[src/rtl/game_pkg.sv]
// Shared types and constants for the melody game master: FSM states, melody
// geometry and the Galois LFSR step used to build each melody.
package game_pkg;

  localparam int unsigned NOTES  = 8;
  localparam int unsigned NOTE_W = 3;
  localparam logic [15:0] LFSR_MASK = 16'hB400;

  typedef enum logic [2:0] {
    IDLE  = 3'd0,
    CLR   = 3'd1,
    GEN   = 3'd2,
    WRITE = 3'd3,
    START = 3'd4,
    PLAY  = 3'd5,
    WIN   = 3'd6,
    LOSE  = 3'd7
  } state_t;

  // One right-shifting Galois step; the mask is applied when bit 0 falls out.
  function automatic logic [15:0] galois_step(input logic [15:0] v);
    return v[0] ? ((v >> 1) ^ LFSR_MASK) : (v >> 1);
  endfunction

endpackage

[src/rtl/melody_lfsr.sv]
// 16-bit Galois LFSR that supplies note candidates; it steps only when
// i_advance is high, so the sequence carries over from one game to the next.
module melody_lfsr
  import game_pkg::*;
#(
  parameter logic [15:0] SEED = 16'hACE1
) (
  input  logic        clk,
  input  logic        rst_n,
  input  logic        i_advance,
  output logic [15:0] o_value
);

  logic [15:0] r_lfsr;

  always_ff @(posedge clk or negedge rst_n) begin
    if (!rst_n) begin
      r_lfsr <= SEED;
    end else if (i_advance) begin
      r_lfsr <= galois_step(r_lfsr);
    end
  end

  assign o_value = r_lfsr;

endmodule

[src/rtl/game_pattern_master.sv]
// Game-side master: builds an 8-note LFSR melody, loads and starts the game,
// tracks lives and reports WIN/LOSE with a blinking result indicator.
// Optional build macro NO_REPEAT_EN bumps a note that would repeat its predecessor.
module game_pattern_master
  import game_pkg::*;
#(
  parameter int unsigned TICK_DIV  = 5000000,
  parameter int unsigned MAX_MISS  = 3,
  parameter logic [15:0] LFSR_SEED = 16'hACE1
) (
  input  logic        clk,
  input  logic        reset,
  input  logic        start_btn,
  input  logic        miss_in,
  input  logic        game_end_in,
  output logic        game_reset,
  output logic [31:0] data_out,
  output logic        write_enable,
  output logic        game_start,
  output logic [2:0]  lives_out,
  output logic        busy,
  output logic        win,
  output logic        lose,
  output logic        blink,
  output logic [2:0]  dbg_state,
  output logic [15:0] dbg_lfsr
);

  localparam logic [2:0]  LIVES_INIT = MAX_MISS[2:0];
  localparam logic [31:0] TICK_MAX   = TICK_DIV;

  state_t             r_state;
  logic [2:0]         r_k;
  logic [31:0]        r_tick;
  logic               r_start_d;
  logic               r_miss_d;
  logic               r_end_d;

  logic               w_start_edge;
  logic               w_miss_edge;
  logic               w_end_edge;
  logic [15:0]        w_lfsr;
  logic [NOTE_W-1:0]  w_cand;
  logic [NOTE_W-1:0]  w_note;

  assign w_start_edge = start_btn   & ~r_start_d;
  assign w_miss_edge  = miss_in     & ~r_miss_d;
  assign w_end_edge   = game_end_in & ~r_end_d;

  melody_lfsr #(
    .SEED (LFSR_SEED)
  ) u_lfsr (
    .clk       (clk),
    .rst_n     (reset),
    .i_advance (r_state == GEN),
    .o_value   (w_lfsr)
  );

  assign w_cand = w_lfsr[NOTE_W-1:0];

`ifdef NO_REPEAT_EN
  logic [NOTE_W-1:0] w_prev;
  assign w_prev = data_out[{r_k - 3'd1, 2'b00} +: NOTE_W];
  assign w_note = ((r_k != 3'd0) && (w_cand == w_prev)) ? w_cand + 3'd1 : w_cand;
`else
  assign w_note = w_cand;
`endif

  assign dbg_state = r_state;
  assign dbg_lfsr  = w_lfsr;

  // Status outputs follow the state one cycle later, so every output is a flop.
  always_ff @(posedge clk or negedge reset) begin
    if (!reset) begin
      r_state      <= IDLE;
      r_k          <= 3'd0;
      r_tick       <= 32'd0;
      r_start_d    <= 1'b0;
      r_miss_d     <= 1'b0;
      r_end_d      <= 1'b0;
      game_reset   <= 1'b0;
      data_out     <= 32'd0;
      write_enable <= 1'b0;
      game_start   <= 1'b0;
      lives_out    <= LIVES_INIT;
      busy         <= 1'b0;
      win          <= 1'b0;
      lose         <= 1'b0;
      blink        <= 1'b0;
    end else begin
      r_start_d    <= start_btn;
      r_miss_d     <= miss_in;
      r_end_d      <= game_end_in;
      game_reset   <= (r_state == CLR);
      write_enable <= (r_state == WRITE);
      game_start   <= (r_state == START);
      busy         <= (r_state == CLR) || (r_state == GEN) || (r_state == WRITE) ||
                      (r_state == START) || (r_state == PLAY);
      win          <= (r_state == WIN);
      lose         <= (r_state == LOSE);

      // Blink counter sits at zero outside the result states, so entry starts fresh.
      if ((r_state == WIN) || (r_state == LOSE)) begin
        if (r_tick == TICK_MAX) begin
          r_tick <= 32'd0;
          blink  <= ~blink;
        end else begin
          r_tick <= r_tick + 32'd1;
        end
      end else begin
        r_tick <= 32'd0;
        blink  <= 1'b0;
      end

      case (r_state)
        IDLE, WIN, LOSE: begin
          if (w_start_edge) r_state <= CLR;
        end
        CLR: begin
          lives_out <= LIVES_INIT;
          r_k       <= 3'd0;
          r_state   <= GEN;
        end
        GEN: begin
          data_out[{r_k, 2'b00} +: 4] <= {1'b0, w_note};
          r_k <= r_k + 3'd1;
          if (r_k == 3'(NOTES - 1)) r_state <= WRITE;
        end
        WRITE: r_state <= START;
        START: r_state <= PLAY;
        PLAY: begin
          // A finished melody outranks a simultaneous miss.
          if (w_end_edge) begin
            r_state <= WIN;
          end else if (w_miss_edge) begin
            if (lives_out <= 3'd1) begin
              lives_out <= 3'd0;
              r_state   <= LOSE;
            end else begin
              lives_out <= lives_out - 3'd1;
            end
          end
        end
        default: r_state <= IDLE;
      endcase
    end
  end

endmodule
[config.mk]
export PLATFORM = sky130hd
export DESIGN_NAME = game_pattern_master
export DESIGN_NICKNAME = d
export VERILOG_FILES = /design/src/rtl/game_pkg.sv /design/src/rtl/melody_lfsr.sv /design/src/rtl/game_pattern_master.sv
export SDC_FILE = /design/constraint.sdc
export NUM_CORES = 1
export LEC_CHECK = 0
export ABC_AREA = 1
export BUFFER_PORTS_ARGS = -buffer_cell sky130_fd_sc_hd__clkbuf_2
export CAP_MARGIN = 5
export CORE_UTILIZATION = 52
export DETAILED_ROUTE_END_ITERATION = 8
export PLACE_DENSITY = 0.8
export SYNTH_ARGS = -nofsm -noshare
export SYNTH_HDL_FRONTEND = slang
export SYNTH_SLANG_ARGS = --single-unit
[constraint.sdc]
create_clock -name clk -period 1.8 [get_ports clk]
set_clock_uncertainty 0.1 [all_clocks]
set_input_delay 0.27 -clock clk [delete_from_list [all_inputs] [get_ports clk]]
set_output_delay 0.27 -clock clk [all_outputs]
set_load 0.01 [all_outputs]
==> results_dict.tcl, run 1 <==
set metrics [dict create \
    ys_warn_count 0 \
    die_extent_in_x_um 96.3 \
    clock_latency_ps 360 \
    die_outline_area_sq_um 9280 \
    finalSetupViolCount 0 \
    final_core_util_pct 62.7 \
    syn-cell-area_sq_um 4630 \
    route.detailed.vias_per_inst 5.20 \
    power.density_cell_area_nw_per_um2 1050 \
    cts-htree-levels 3 \
    num-nets-final 684 \
    rows 34 \
    wl_per_cell_um 14.0 \
    ys_types 31 \
    post-route-cell-area_sq_um 5440 \
    path_delay_family "flip-flops" \
    place.gp.congestion 0.880 \
    synthesis.instances 588 \
    cp.required_ps 1960 \
    timing.critical_path.fanout_max 11 \
    drv.max_cap_violation_count 0 \
    gr-total-overflow 0 \
    initial_utilization_pct 53.3 \
    clkTransAtPathRegs_ps 100 \
    detail_route.iter0.violations 187 \
    hpwl_um 8030 \
    critPathMaxStageDelay_ps 440 \
    io_pins 66 \
    clock-sinks 91 \
    num_vias 4066 \
    worstRegToRegCells 5 \
    detail_route.first_pass.iterations 4 \
    grt_antenna_before_repair 0 \
    grt_max_degree 38 \
    diodes 0 \
    placeableCoreArea_sq_um 8680 \
    clock-root-buffer "clkbuf_8" \
    synth-seq-area-share_pct 49.5 \
    tritoncts_clock_tree "built" \
    synth_seq_cells 91 \
    min_period_over_period_pct 97.8 \
    cp.arrival_ps 1920 \
    first_global_vias 3753 \
    fmax_mhz 568 \
    grt_resource_usage_total_pct 24.5 \
    synthesis.area_per_instance_sq_um 7.87 \
    outcome "completed" \
    share_of_layout_cells_above_drive_strength_1_pct 21.1 \
    fin_crit_ps 1760 \
    worstSetupEndpointType "flip-flop" \
    wirelength_um 11000 \
    hold_path_class "input port to async pin" \
    p_leak_nw 2.54 \
    hold_vio_cnt_final 0 \
    area_delta_synth_final_pct 17.5 \
    die_span_y_um 96.3 \
    drv_slew 0 \
    route.detailed.drc 0 \
    irDropWorstVdd_mv 0.727 \
    startpoint_type "flip-flop" \
    critPathKind "flip-flop to flip-flop" \
    detailed_place.area_sq_um 5110 \
    total_clock_buffers_created_by_cts 9 \
    cts.path.max_buffers 2 \
    crit_buf_inv 2 \
    whs_ps 306 \
    grt_pass1_wl_um 17200 \
    critical_path_depth 5 \
    slowest_stage "dfrtp_1" \
    cell_by_cell_trace_of_the_critical_path "inv_1 > nand3_2 > inv_2 > nand4_1 > o21ai_0" \
    post_drt_antenna_nets 0 \
    port-buffer-count 57 \
]
-- per-layer routing --
metal  global-route usage [%]  up-vias  wire length, um
met2                     41.2      137             5390
met5                        0        -                0
met1                     30.8     1913             4650
met4                     9.93        0              274
li1                         -     1984                -
met3                     5.21       32              673
-- sequential cells by signal, indices dropped and copies added, names as in the netlist, 3 cells and up --
signal and flops:
data_out 24, r_tick 32, lives_out 3, dbg_state 3
u_lfsr.o_value 16, r_k 3
-- cells by family (layout without fill, tap and decap cells) --
group | count (synthesis) | in the layout | share of synthesized area [%]
fa+ha+maj | 10 | 10 | 2.70
other cells | 1 | 8 | 0.0810
xor+xnor | 13 | 13 | 2.46
flops | 91 | 91 | 49.5
simple gates | 328 | 329 | 30.9
compound gates | 62 | 62 | 6.79
buf+inv | 83 | 161 | 7.57
-- cells in the final DEF (no fill, tap or decap), drive strengths merged, types with 4 or more instances in the layout --
cell	count
xnor2	6
buf	17
a21oi	11
clkbuf	65
ha	10
dlygate4sd3	4
xor2	7
inv	69
nand4	9
dfrtp	81
nor3	6
o21ai	49
nand3	35
nand2	171
dfstp	10
nor2	104
conb	8
-- where the power goes --
part	internal (mW)	switching, mW
Sequential	2.23	0.138
Combinational	0.636	1.17
Clock	0.792	0.756
-- timing repair --
item	in CTS	in global routing
resized for setup	4	16
setup endpoints to repair	9	37
buffers inserted	1	0
endpoints found under the hold margin	32	0
cloned	0	1
pin swaps	1	9
hold buffers	4	0
-- final timing paths --
kind	startpoint	slack [ps]	endpoint
worst max register to register	dbg_state[0]	40	data_out[21]
max in group asynchronous	reset	660	u_lfsr.o_value[7]
worst max-delay path	dbg_state[0]	40	data_out[21]
worst min-delay path	reset	310	r_tick[18]
min in group clk	u_lfsr.o_value[11]	390	u_lfsr.o_value[11]
worst min register to register	u_lfsr.o_value[11]	390	u_lfsr.o_value[11]
-- area by class of cell --
cell class / instances / area (sq um)
clock buffers: 9 / 124
clock inverters: 7 / 100
fillers: 784 / 3240
inverters: 68 / 258
multi-input cells: 422 / 2070
flip-flops and latches: 91 / 2290
well taps: 108 / 135
repair buffers: 77 / 460
-- stage by stage --
step | std cells | setup TNS [ps] | worst slack [ps] | total power [mW]
after floorplan | 595 | 0 | 55.5 | 3.40
after global placement | 760 | 0 | 96.8 | 3.86
after detailed placement | 760 | -80.1 | -34.2 | 3.94
after CTS | 781 | -7.96 | -4.39 | 5.52
after global routing | 782 | -162 | -77.5 | 6.01
final | 782 | 0 | 39.3 | 5.72
-- cell usage after synthesis (all sizes together) --
cell type  instances  share of area (%)
nor2             104                9.8
buf               10                1.6
o21ai             49                5.3
nand2            170                 14
clkbuf             5               0.41
ha                10                2.7
dfstp             10                5.7
xor2               7                1.3
o22ai              1               0.14
inv               68                5.5
o21bai             1               0.16
nand4              9                1.2
xnor2              6                1.1
nand3             35                4.5
nor3               6               0.65
dfrtp             81                 44
nor3b              2               0.32
or2                2               0.27
conb               1              0.081
a21oi             11                1.2
(Power assumes the default switching activity.)
==> run 2, diff against run 1 <==
- CORE_UTILIZATION: 52 -> 54
- CTS_BUF_LIST: unset -> sky130_fd_sc_hd__clkbuf_8
- PLACE_DENSITY: 0.8 -> 0.83
- RECOVER_POWER: unset -> 25
==> run 2 against run 1 <==
Compared with the run above: combinational power about the same; final cell count fell by 0.51%; core utilization grew 2.9 points; final area decreased by 0.48%; non-clock buffer count did not move; sequential power is essentially flat; via count increased by 0.49%; global-route usage rose by 1.1 points; critical path depth increased by 2; largest power group unchanged.
==> results_dict.tcl, run 2 (synthesized netlist as in run 1, its figures left out) <==
set metrics [dict create \
    irDropWorstVdd_mv 0.785 \
    wl_per_cell_um 14.0 \
    tritoncts_clock_tree "built" \
    clock_latency_ps 370 \
    crit-reg2reg-capture "data_out[21]" \
    p_leak_nw 2.53 \
    num_vias 4086 \
    outcome "completed" \
    num-nets-final 683 \
    die_span_y_um 94.6 \
    layout.cells.most_common "nand2_1" \
    clkTransAtPathRegs_ps 100 \
    initial_utilization_pct 56.0 \
    rows 33 \
    post_drt_antenna_nets 0 \
    fmax_mhz 558 \
    worstSetupEndpointType "flip-flop" \
    critPathKind "flip-flop to flip-flop" \
    placeableCoreArea_sq_um 8260 \
    drv.max_cap_violation_count 0 \
    io_pins 66 \
    largest_register_ff_count 32 \
    cts.path.max_buffers 2 \
    grt_resource_usage_total_pct 25.6 \
    gr-total-overflow 0 \
    place.gp.congestion 0.916 \
    clock-sinks 91 \
    grt_max_degree 92 \
    timing.critical_path.fanout_max 6 \
    worstHoldStart "u_lfsr.o_value[11]" \
    route.detailed.vias_per_inst 5.25 \
    most_used_cells_in_the_layout_excluding_fill_and_tap_cells "nand2_1, nor2_1, dfrtp_1" \
    totalNegativeSetupSlack_ps 0 \
    registers.top_by_ff_count "r_tick" \
    drv_slew 0 \
    power.density_cell_area_nw_per_um2 1050 \
    detail_route.first_pass.iterations 6 \
    final_core_util_pct 65.6 \
    die_extent_in_x_um 94.6 \
    port-buffer-count 57 \
    diodes 0 \
    grt_pass1_wl_um 17500 \
    hpwl_um 7750 \
    share_of_layout_cells_above_drive_strength_1_pct 20.4 \
    worstHoldPathCells 2 \
    cp.arrival_ps 1940 \
    worstRegToRegCells 7 \
    hold_path_class "flip-flop to flip-flop" \
    timing.hold.worst_endpoint "u_lfsr.o_value[11]" \
    startpoint_type "flip-flop" \
    grt_antenna_before_repair 0 \
    first_global_vias 3734 \
    finalSetupViolCount 0 \
    reg2reg_setup_slack_ps 7 \
    die_outline_area_sq_um 8950 \
    wirelength_um 10900 \
    worst_r2r_startpoint "r_k[1]" \
    cp.required_ps 1950 \
    route.detailed.drc 0 \
    cts-htree-levels 3 \
    area_delta_synth_final_pct 17.0 \
    fin_crit_ps 1790 \
    hold_vio_cnt_final 0 \
    total_clock_buffers_created_by_cts 9 \
    detail_route.iter0.violations 281 \
    clock-root-buffer "clkbuf_8" \
    min_period_over_period_pct 99.6 \
]
run 2: cell types whose count changed in the layout (fill, tap and decap cells not counted), moves of 2 or more:
cell      delta
clkbuf_1     +3
o21ai_0      +3
o21ai_1      -3
clkbuf_2     -2
run 2: worst max-delay path by stage:
stage | from | to | cells past startpoint
floorplan | r_k[0] | data_out[0] | 7
global placement | r_k[0] | data_out[2] | 7
detailed placement | r_k[1] | data_out[18] | 8
CTS | r_k[1] | data_out[12] | 7
global route | r_k[1] | data_out[21] | 7
finish | r_k[1] | data_out[21] | 7
run 2: metal layers:
layer / part of all wire (%) / vias up / track usage (%)
met5: 0 / - / 0
met4: 1.5 / 0 / 7.70
met3: 6.9 / 18 / 6.92
met2: 49 / 161 / 41.8
met1: 42 / 1918 / 33.4
li1: - / 1989 / -
run 2: worst max-delay path, cell delays in order (launching register included):
cell and delay, ps:
dfrtp_1 410, inv_1 100, ha_2 230, ha_4 220, inv_2 110, nand4_1 240, nand2_1 150, o21ai_0 100
run 2: final cells by class:
type                            instances  area [sq um]
Clock inverter                          7           100
Sequential cell                        91          2290
Tap cell                              105           131
Fill cell                             666          2840
Multi-Input combinational cell        421          2060
Timing Repair Buffer                   77           454
Clock buffer                            9           124
Inverter                               68           255
run 2: metrics by stage:
stage | total power, mW | setup slack [ps] | hold slack (ps) | instances | area, sq um
final | 5.71 | 7.33 | 389 | 778 | 5410
after global routing | 5.99 | -52.5 | 403 | 778 | 5410
after CTS | 5.55 | 8.80 | 391 | 775 | 5360
after detailed placement | 3.94 | -15.4 | 250 | 755 | 5090
after global placement | 3.87 | 99.1 | 245 | 755 | 5090
after floorplan | 3.40 | 55.5 | -126 | 595 | 4660
run 2: where the power goes:
group,internal [mW],switching (mW)
logic,0.620,1.16
registers,2.23,0.121
clock network,0.794,0.785
total,3.64,2.07
run 2: timing repair:
item,in CTS,in global routing
gates resized for setup,3,11
hold endpoints to repair,84,0
pin swaps,2,4
buffers inserted,0,3
gates cloned,0,0
setup endpoints to repair,9,35
hold buffers,4,0
